`config.mk`:
```
export PLATFORM = sky130hd
export DESIGN_NAME = cr16_fib_sequencer
export DESIGN_NICKNAME = d
export VERILOG_FILES = /design/src/rtl/cr16_fib_sequencer.sv
export SDC_FILE = /design/constraint.sdc
export NUM_CORES = 1
export LEC_CHECK = 0
export CAP_MARGIN = 20
export CORE_MARGIN = 3
export CORE_UTILIZATION = 50
export CTS_CLUSTER_DIAMETER = 30
export DETAILED_ROUTE_END_ITERATION = 10
export GPL_TIMING_DRIVEN = 0
export MAX_ROUTING_LAYER = met4
export PLACE_DENSITY = 0.85
export SLEW_MARGIN = 15
export SYNTH_ARGS = -nofsm -noshare
export SYNTH_HDL_FRONTEND = slang
export SYNTH_SLANG_ARGS = --single-unit
```
`constraint.sdc`:
```
create_clock -name I_CLK -period 5.5 [get_ports I_CLK]
set_clock_uncertainty 0.15 [all_clocks]
set_input_delay 1.1 -clock I_CLK [delete_from_list [all_inputs] [get_ports I_CLK]]
set_output_delay 1.1 -clock I_CLK [all_outputs]
set_load 0.05 [all_outputs]
```
`src/rtl/cr16_fib_sequencer.sv`:
```
// -----------------------------------------------------------------------------
// cr16_fib_sequencer
//
// Bring-up sequencer for cr16_datapath. It drives the datapath control inputs
// through a fixed self-checking Fibonacci program:
//   1. clear r2..r15 with an immediate 0,
//   2. seed r0 = r1 = 1 with immediates,
//   3. compute r(k+2) = r(k) + r(k+1) for k = 0..13 using the datapath ADD.
// Every ALU result is compared with an internal shadow of the sequence.
// Status reports completion, the first mismatching destination and the last
// checked value/flags.
//
// Ports
//   I_CLK              in   clock, rising edge
//   I_NRESET           in   asynchronous active-low reset
//   I_ENABLE           in   global enable; low freezes the sequencer
//   I_START            in   start request, honoured only in IDLE/DONE
//   I_WRITE_PORT       in   datapath write-port value for the presented controls
//   I_FLAGS            in   datapath flags, captured alongside each check
//   O_REG_ENABLE       out  one-hot register write enable (0 while frozen)
//   O_OPCODE           out  datapath opcode
//   O_READ_PORT_A_SEL  out  read port A register index
//   O_READ_PORT_B_SEL  out  read port B register index
//   O_IMMEDIATE        out  immediate value
//   O_IMM_SEL          out  1 = write immediate, 0 = write ALU result
//   O_BUSY             out  program in progress
//   O_DONE             out  program complete, held until the next start
//   O_ERROR            out  sticky mismatch flag
//   O_ERR_INDEX        out  destination register of the first mismatch
//   O_LAST_VALUE       out  last ALU result checked
//   O_LAST_FLAGS       out  I_FLAGS sampled at the last check
// -----------------------------------------------------------------------------
module cr16_fib_sequencer #(
    parameter int         DATA_WIDTH = 16,
    parameter int         NUM_REGS   = 16,
    parameter logic [3:0] ADD_OPCODE = 4'b0000
) (
    input  logic                        I_CLK,
    input  logic                        I_NRESET,
    input  logic                        I_ENABLE,
    input  logic                        I_START,
    input  logic [DATA_WIDTH-1:0]       I_WRITE_PORT,
    input  logic [4:0]                  I_FLAGS,
    output logic [NUM_REGS-1:0]         O_REG_ENABLE,
    output logic [3:0]                  O_OPCODE,
    output logic [$clog2(NUM_REGS)-1:0] O_READ_PORT_A_SEL,
    output logic [$clog2(NUM_REGS)-1:0] O_READ_PORT_B_SEL,
    output logic [DATA_WIDTH-1:0]       O_IMMEDIATE,
    output logic                        O_IMM_SEL,
    output logic                        O_BUSY,
    output logic                        O_DONE,
    output logic                        O_ERROR,
    output logic [$clog2(NUM_REGS)-1:0] O_ERR_INDEX,
    output logic [DATA_WIDTH-1:0]       O_LAST_VALUE,
    output logic [4:0]                  O_LAST_FLAGS
);

    localparam int IDX_W = $clog2(NUM_REGS);

    // Both CLEAR and RUN walk the destinations r2..r(NUM_REGS-1).
    localparam logic [IDX_W-1:0] LAST_STEP = IDX_W'(NUM_REGS - 3);
    localparam logic [IDX_W-1:0] DEST_BASE = IDX_W'(2);

    typedef enum logic [2:0] {
        ST_IDLE  = 3'd0,
        ST_CLEAR = 3'd1,
        ST_SEED0 = 3'd2,
        ST_SEED1 = 3'd3,
        ST_RUN   = 3'd4,
        ST_DONE  = 3'd5
    } state_t;

    // -------------------------------------------------------------------------
    // State
    // -------------------------------------------------------------------------
    state_t                 state_reg;
    state_t                 state_next;
    logic [IDX_W-1:0]       step_reg;
    logic [IDX_W-1:0]       step_next;

    // Registered controls and status
    logic [NUM_REGS-1:0]    reg_enable_reg;
    logic [3:0]             opcode_reg;
    logic [IDX_W-1:0]       a_sel_reg;
    logic [IDX_W-1:0]       b_sel_reg;
    logic [DATA_WIDTH-1:0]  immediate_reg;
    logic                   imm_sel_reg;
    logic                   busy_reg;
    logic                   done_reg;
    logic                   error_reg;
    logic [IDX_W-1:0]       err_index_reg;
    logic [DATA_WIDTH-1:0]  last_value_reg;
    logic [4:0]             last_flags_reg;

    // Shadow of the two most recent sequence terms
    logic [DATA_WIDTH-1:0]  prev_reg;
    logic [DATA_WIDTH-1:0]  cur_reg;

    // Controls for the state being entered
    logic                   dest_valid_next;
    logic [IDX_W-1:0]       dest_next;
    logic [NUM_REGS-1:0]    reg_enable_next;
    logic [3:0]             opcode_next;
    logic [IDX_W-1:0]       a_sel_next;
    logic [IDX_W-1:0]       b_sel_next;
    logic [DATA_WIDTH-1:0]  immediate_next;
    logic                   imm_sel_next;
    logic                   busy_next;
    logic                   done_next;

    // Check path
    logic                   start_accept;
    logic                   run_commit;
    logic [DATA_WIDTH-1:0]  expected_sum;
    logic                   mismatch;
    logic [IDX_W-1:0]       run_dest;

    // -------------------------------------------------------------------------
    // Next-state logic
    // -------------------------------------------------------------------------
    always_comb begin
        state_next = state_reg;
        step_next  = step_reg;
        if (I_ENABLE) begin
            case (state_reg)
                ST_IDLE, ST_DONE: begin
                    if (I_START) begin
                        state_next = ST_CLEAR;
                        step_next  = '0;
                    end
                end
                ST_CLEAR: begin
                    if (step_reg == LAST_STEP) begin
                        state_next = ST_SEED0;
                        step_next  = '0;
                    end else begin
                        step_next = step_reg + IDX_W'(1);
                    end
                end
                ST_SEED0: begin
                    state_next = ST_SEED1;
                end
                ST_SEED1: begin
                    state_next = ST_RUN;
                    step_next  = '0;
                end
                ST_RUN: begin
                    if (step_reg == LAST_STEP) begin
                        state_next = ST_DONE;
                        step_next  = '0;
                    end else begin
                        step_next = step_reg + IDX_W'(1);
                    end
                end
                default: begin
                    state_next = ST_IDLE;
                    step_next  = '0;
                end
            endcase
        end
    end

    // -------------------------------------------------------------------------
    // Control decode for the state being entered. Outputs are registered, so
    // the decode looks at state_next/step_next rather than the current state.
    // -------------------------------------------------------------------------
    always_comb begin
        dest_valid_next = 1'b0;
        dest_next       = '0;
        opcode_next     = '0;
        a_sel_next      = '0;
        b_sel_next      = '0;
        immediate_next  = '0;
        imm_sel_next    = 1'b0;
        busy_next       = 1'b0;
        done_next       = 1'b0;
        case (state_next)
            ST_CLEAR: begin
                dest_valid_next = 1'b1;
                dest_next       = step_next + DEST_BASE;
                imm_sel_next    = 1'b1;
                busy_next       = 1'b1;
            end
            ST_SEED0: begin
                dest_valid_next = 1'b1;
                dest_next       = IDX_W'(0);
                imm_sel_next    = 1'b1;
                immediate_next  = DATA_WIDTH'(1);
                busy_next       = 1'b1;
            end
            ST_SEED1: begin
                dest_valid_next = 1'b1;
                dest_next       = IDX_W'(1);
                imm_sel_next    = 1'b1;
                immediate_next  = DATA_WIDTH'(1);
                busy_next       = 1'b1;
            end
            ST_RUN: begin
                dest_valid_next = 1'b1;
                dest_next       = step_next + DEST_BASE;
                opcode_next     = ADD_OPCODE;
                a_sel_next      = step_next;
                b_sel_next      = step_next + IDX_W'(1);
                busy_next       = 1'b1;
            end
            ST_DONE: begin
                done_next = 1'b1;
            end
            default: begin
                busy_next = 1'b0;
            end
        endcase
    end

    // One-hot write-enable decode of the destination index.
    generate
        for (genvar gi = 0; gi < NUM_REGS; gi++) begin : g_onehot
            assign reg_enable_next[gi] = dest_valid_next && (dest_next == IDX_W'(gi));
        end
    endgenerate

    // -------------------------------------------------------------------------
    // Result check. The RUN controls currently on the outputs are committed by
    // the datapath on this edge, so I_WRITE_PORT is compared now.
    // -------------------------------------------------------------------------
    assign start_accept = I_ENABLE && I_START &&
                          ((state_reg == ST_IDLE) || (state_reg == ST_DONE));
    assign run_commit   = I_ENABLE && (state_reg == ST_RUN);
    assign expected_sum = prev_reg + cur_reg;   // wraps mod 2^DATA_WIDTH
    assign mismatch     = (I_WRITE_PORT != expected_sum);
    assign run_dest     = step_reg + DEST_BASE;

    // -------------------------------------------------------------------------
    // Registers
    // -------------------------------------------------------------------------
    always_ff @(posedge I_CLK or negedge I_NRESET) begin
        if (!I_NRESET) begin
            state_reg      <= ST_IDLE;
            step_reg       <= '0;
            reg_enable_reg <= '0;
            opcode_reg     <= '0;
            a_sel_reg      <= '0;
            b_sel_reg      <= '0;
            immediate_reg  <= '0;
            imm_sel_reg    <= 1'b0;
            busy_reg       <= 1'b0;
            done_reg       <= 1'b0;
            error_reg      <= 1'b0;
            err_index_reg  <= '0;
            last_value_reg <= '0;
            last_flags_reg <= '0;
            prev_reg       <= '0;
            cur_reg        <= '0;
        end else if (I_ENABLE) begin
            state_reg      <= state_next;
            step_reg       <= step_next;
            reg_enable_reg <= reg_enable_next;
            opcode_reg     <= opcode_next;
            a_sel_reg      <= a_sel_next;
            b_sel_reg      <= b_sel_next;
            immediate_reg  <= immediate_next;
            imm_sel_reg    <= imm_sel_next;
            busy_reg       <= busy_next;
            done_reg       <= done_next;

            if (start_accept) begin
                error_reg      <= 1'b0;
                err_index_reg  <= '0;
                last_value_reg <= '0;
            end else if (run_commit) begin
                if (mismatch && !error_reg) begin
                    error_reg     <= 1'b1;
                    err_index_reg <= run_dest;
                end
                last_value_reg <= I_WRITE_PORT;
                last_flags_reg <= I_FLAGS;
            end

            // The shadow advances from the expected value so that one bad
            // result does not cascade into every later comparison.
            if (state_reg == ST_SEED1) begin
                prev_reg <= DATA_WIDTH'(1);
                cur_reg  <= DATA_WIDTH'(1);
            end else if (state_reg == ST_RUN) begin
                prev_reg <= cur_reg;
                cur_reg  <= expected_sum;
            end
        end
    end

    // -------------------------------------------------------------------------
    // Outputs. The write enable is gated by I_ENABLE so that a frozen cycle
    // never commits anything in the datapath; on resume the held controls are
    // re-presented and committed exactly once.
    // -------------------------------------------------------------------------
    assign O_REG_ENABLE      = reg_enable_reg & {NUM_REGS{I_ENABLE}};
    assign O_OPCODE          = opcode_reg;
    assign O_READ_PORT_A_SEL = a_sel_reg;
    assign O_READ_PORT_B_SEL = b_sel_reg;
    assign O_IMMEDIATE       = immediate_reg;
    assign O_IMM_SEL         = imm_sel_reg;
    assign O_BUSY            = busy_reg;
    assign O_DONE            = done_reg;
    assign O_ERROR           = error_reg;
    assign O_ERR_INDEX       = err_index_reg;
    assign O_LAST_VALUE      = last_value_reg;
    assign O_LAST_FLAGS      = last_flags_reg;

endmodule
```
==> impl_metrics.ini <==
[status]
outcome = finished clean

[drt]
ant_nets = 0
dr_total_vias = 4791
wirelength_mm = 14.7
drtIter0Drc = 290
drc = 0
firstDrtPassIters = 5
viasPerCell = 5.85
wl_per_cell_um = 17.9

[finish]
diodes = 0
drive_gt1_share_pct = 10.2
synthToLayoutAreaGrowth_pct = 22.7
final_cells = 819
multi_input_area_um2 = 2890
nNetsFinal = 723
regArea_um2 = 2330
n_fill_cell = 868

[cts]
ctsResizeCount = 0
root_buffer = clkbuf_8
ctsHoldBuffers = 0
post_cts_buffers = 0
cts.path.max_buffers = 2
insertion_delay_ns = 0.39
htreeDepth = 3
cts_sinks = 93
cts_buffers = 9
path_clk_slew_ns = 0.09
cts_tree = built

[worst_setup_path]
crit_path_top_delay_cell = clkdlybuf4s50_1
max_stage_delay_ns = 0.81
start_kind = input port
cp.required_ns = 4.25
rr_startpoint = cur_reg[0]
crit_arrival_ns = 3.85
end_kind = primary output
crit_path_start = I_ENABLE
path_class = in -> out
path_cells = clkdlybuf4s50_1, clkbuf_1, buf_1, clkbuf_1, and2_1, clkdlybuf4s50_1
crit_fanout = 10

[floorplan]
design.die.area_um2 = 12400
die_w_um = 111
core_area_um2 = 10600
fp-row-count = 37
die_y_um = 111
start_util_pct = 52.6
ioPinCount = 98

[min_path]
hp-start = O_LAST_FLAGS[2]
min_path_type = reg -> reg

[power_and_ir_drop]
p_comb_share_pct = 39.5
p_sw_w = 0.000880
seq_power_share_pct = 37.2
ir_worst_vdd_mv = 0.251
swShare_pct = 39.7
clkPwrFrac_pct = 23.3
total_power_w = 0.00222
total_leakage_power_nw = 3.04
powerDensity_nw_per_um2 = 326
p_int_w = 0.00134

[yosys]
synth_cells = 571
synth_area_um2 = 5550
yosysSeqAreaShare_pct = 41.9
synth-main-ff-cell = dfrtp_1
yosysWarnings = 0
yosysUniqueCellTypes = 82
synth_edf_count = 0
async_reset_ff_share_pct = 100
avgSynthCellArea_um2 = 9.72
ys_ff_latch = 93

[place]
gp_congestion = 0.909
io_buffers = 78
dp_cells = 804
dp_hpwl_mm = 10.6

[timing]
slew_headroom_pct = 52.0
min_period_over_period_pct = 92.8
rsz0062_at_grt = no
fmax_mhz = 196
finalSetupViolations = 0
fin_crit_ns = 5.10
maxSlewViolCount = 0
tightest_slew_ns = 0.715
hold_ws_ns = 0.337
tns_ns = 0
final-hold-violation-count = 0

[global_routing]
grt_max_degree = 64
grt_first_pass_wirelength_mm = 24.0
grt_pass1_vias = 4853
antenna_found_initial = 0
grt.overflow.total = 0
grt_usage_pct = 24.6

[flow_run]
cap_viol_max_count = 0
## worst paths after layout
kind | to | cells past startpoint | slack, ns
worst max-delay path | O_REG_ENABLE[0] | 6 | 0.40
worst min-delay path | O_LAST_FLAGS[2] | 2 | 0.34
worst max register to register | O_ERR_INDEX[3] | 12 | 2.03
worst min register to register | O_LAST_FLAGS[2] | 2 | 0.34
max in group asynchronous | reg_enable_reg[1] | 2 | 4.06
min in group asynchronous | prev_reg[13] | 1 | 0.50
## worst max-delay path, delay by kind of cell
kind,cells,cell delay (ns)
buf+inv,5,2.54
simple gates,1,0.21
## cell families after synthesis
| logic type | count (synthesis) | share of synthesized area (%) |
|---|---|---|
| compound gates | 182 | 24.6 |
| simple gates | 167 | 15.2 |
| flops | 93 | 41.9 |
| buf+inv | 75 | 7.17 |
| xor+xnor | 32 | 6.20 |
| fa+ha+maj | 19 | 4.42 |
| mux | 2 | 0.383 |
| other cells | 1 | 0.0676 |
## area by class of cell
cell class	instances	share of cell area, %
multi-input cells	421	42.5
inverters	21	1.16
clock buffers	9	1.82
clock inverters	6	1.38
flip-flops and latches	93	34.2
plain buffers	54	4.68
repair buffers	79	11.8
well taps	136	2.50
## per-stage QoR
step	util [%]	cell area, um^2	setup WS, ns
after global placement	62.2	6570	-0.117
after global routing	64.5	6810	0.275
final	64.5	6810	0.396
after CTS	64.5	6810	0.415
after detailed placement	62.5	6590	0.436
after floorplan	-	5620	1.92
## cell usage after synthesis, drive strengths merged (4+ instances only)
| library cell | instances | area, um^2 |
|---|---|---|
| dfrtp | 93 | 2330 |
| nand2 | 55 | 206 |
| o21ai | 40 | 200 |
| nor2 | 37 | 141 |
| a22o | 34 | 298 |
| buf | 28 | 211 |
| a21oi | 26 | 134 |
| clkbuf | 26 | 108 |
| inv | 21 | 78.8 |
| o2bb2ai | 20 | 175 |
| ha | 18 | 225 |
| and2 | 17 | 106 |
| xnor2 | 15 | 131 |
| xor2 | 13 | 114 |
| nor3 | 10 | 55.1 |
| nand2b | 9 | 56.3 |
| a21o | 7 | 61.3 |
| nand3 | 7 | 35.0 |
| o32ai | 6 | 52.6 |
| a211oi | 5 | 57.6 |
| o31ai | 5 | 37.5 |
| and3 | 4 | 25.0 |
| nand4 | 4 | 25.0 |
| nor2b | 4 | 25.0 |
| or3 | 4 | 26.3 |
## routing by layer
metal | track usage [%] | share of wire (%) | routed length [um] | vias to the layer above
li1 | - | - | - | 2238
met1 | 29.8 | 41 | 6060 | 2326
met2 | 40.0 | 49 | 7180 | 196
met3 | 6.58 | 7.3 | 1070 | 31
met4 | 8.52 | 2.4 | 352 | 0
met5 | - | 0 | 0 | -
## power groups by stage
stage	clock network [W]	registers, W	logic (W)
5_1_grt	0.000554	0.000836	0.000944
6_report	0.000518	0.000825	0.000875
2_1_floorplan	0	0.000946	0.000495
4_1_cts	0.000527	0.000824	0.000871
3_5_place_dp	0	0.000835	0.000863
3_3_place_gp	0	0.000832	0.000845
## cell usage in the layout (no fill, tap or decap), types with 4 or more instances in the layout
cell and n:
o21ai_0 40, a22o_1 34, dfrtp_1 93, and3_1 4
o32ai_1 6, clkbuf_1 25, buf_6 4, o2bb2ai_1 20
ha_1 18, nor2b_1 4, nor3_1 9, xnor2_1 15
xor2_1 13, a21o_1 5, a21oi_1 25, nand3_1 7
nand4_1 4, conb_1 19, nand2_1 55, buf_4 21
clkdlybuf4s50_1 77, a211oi_2 4, nor2_1 36, nand2b_1 9
inv_1 21, o31ai_1 5, clkbuf_8 10, and2_1 17
No activity file was read; power rests on OpenSTA's default activity.
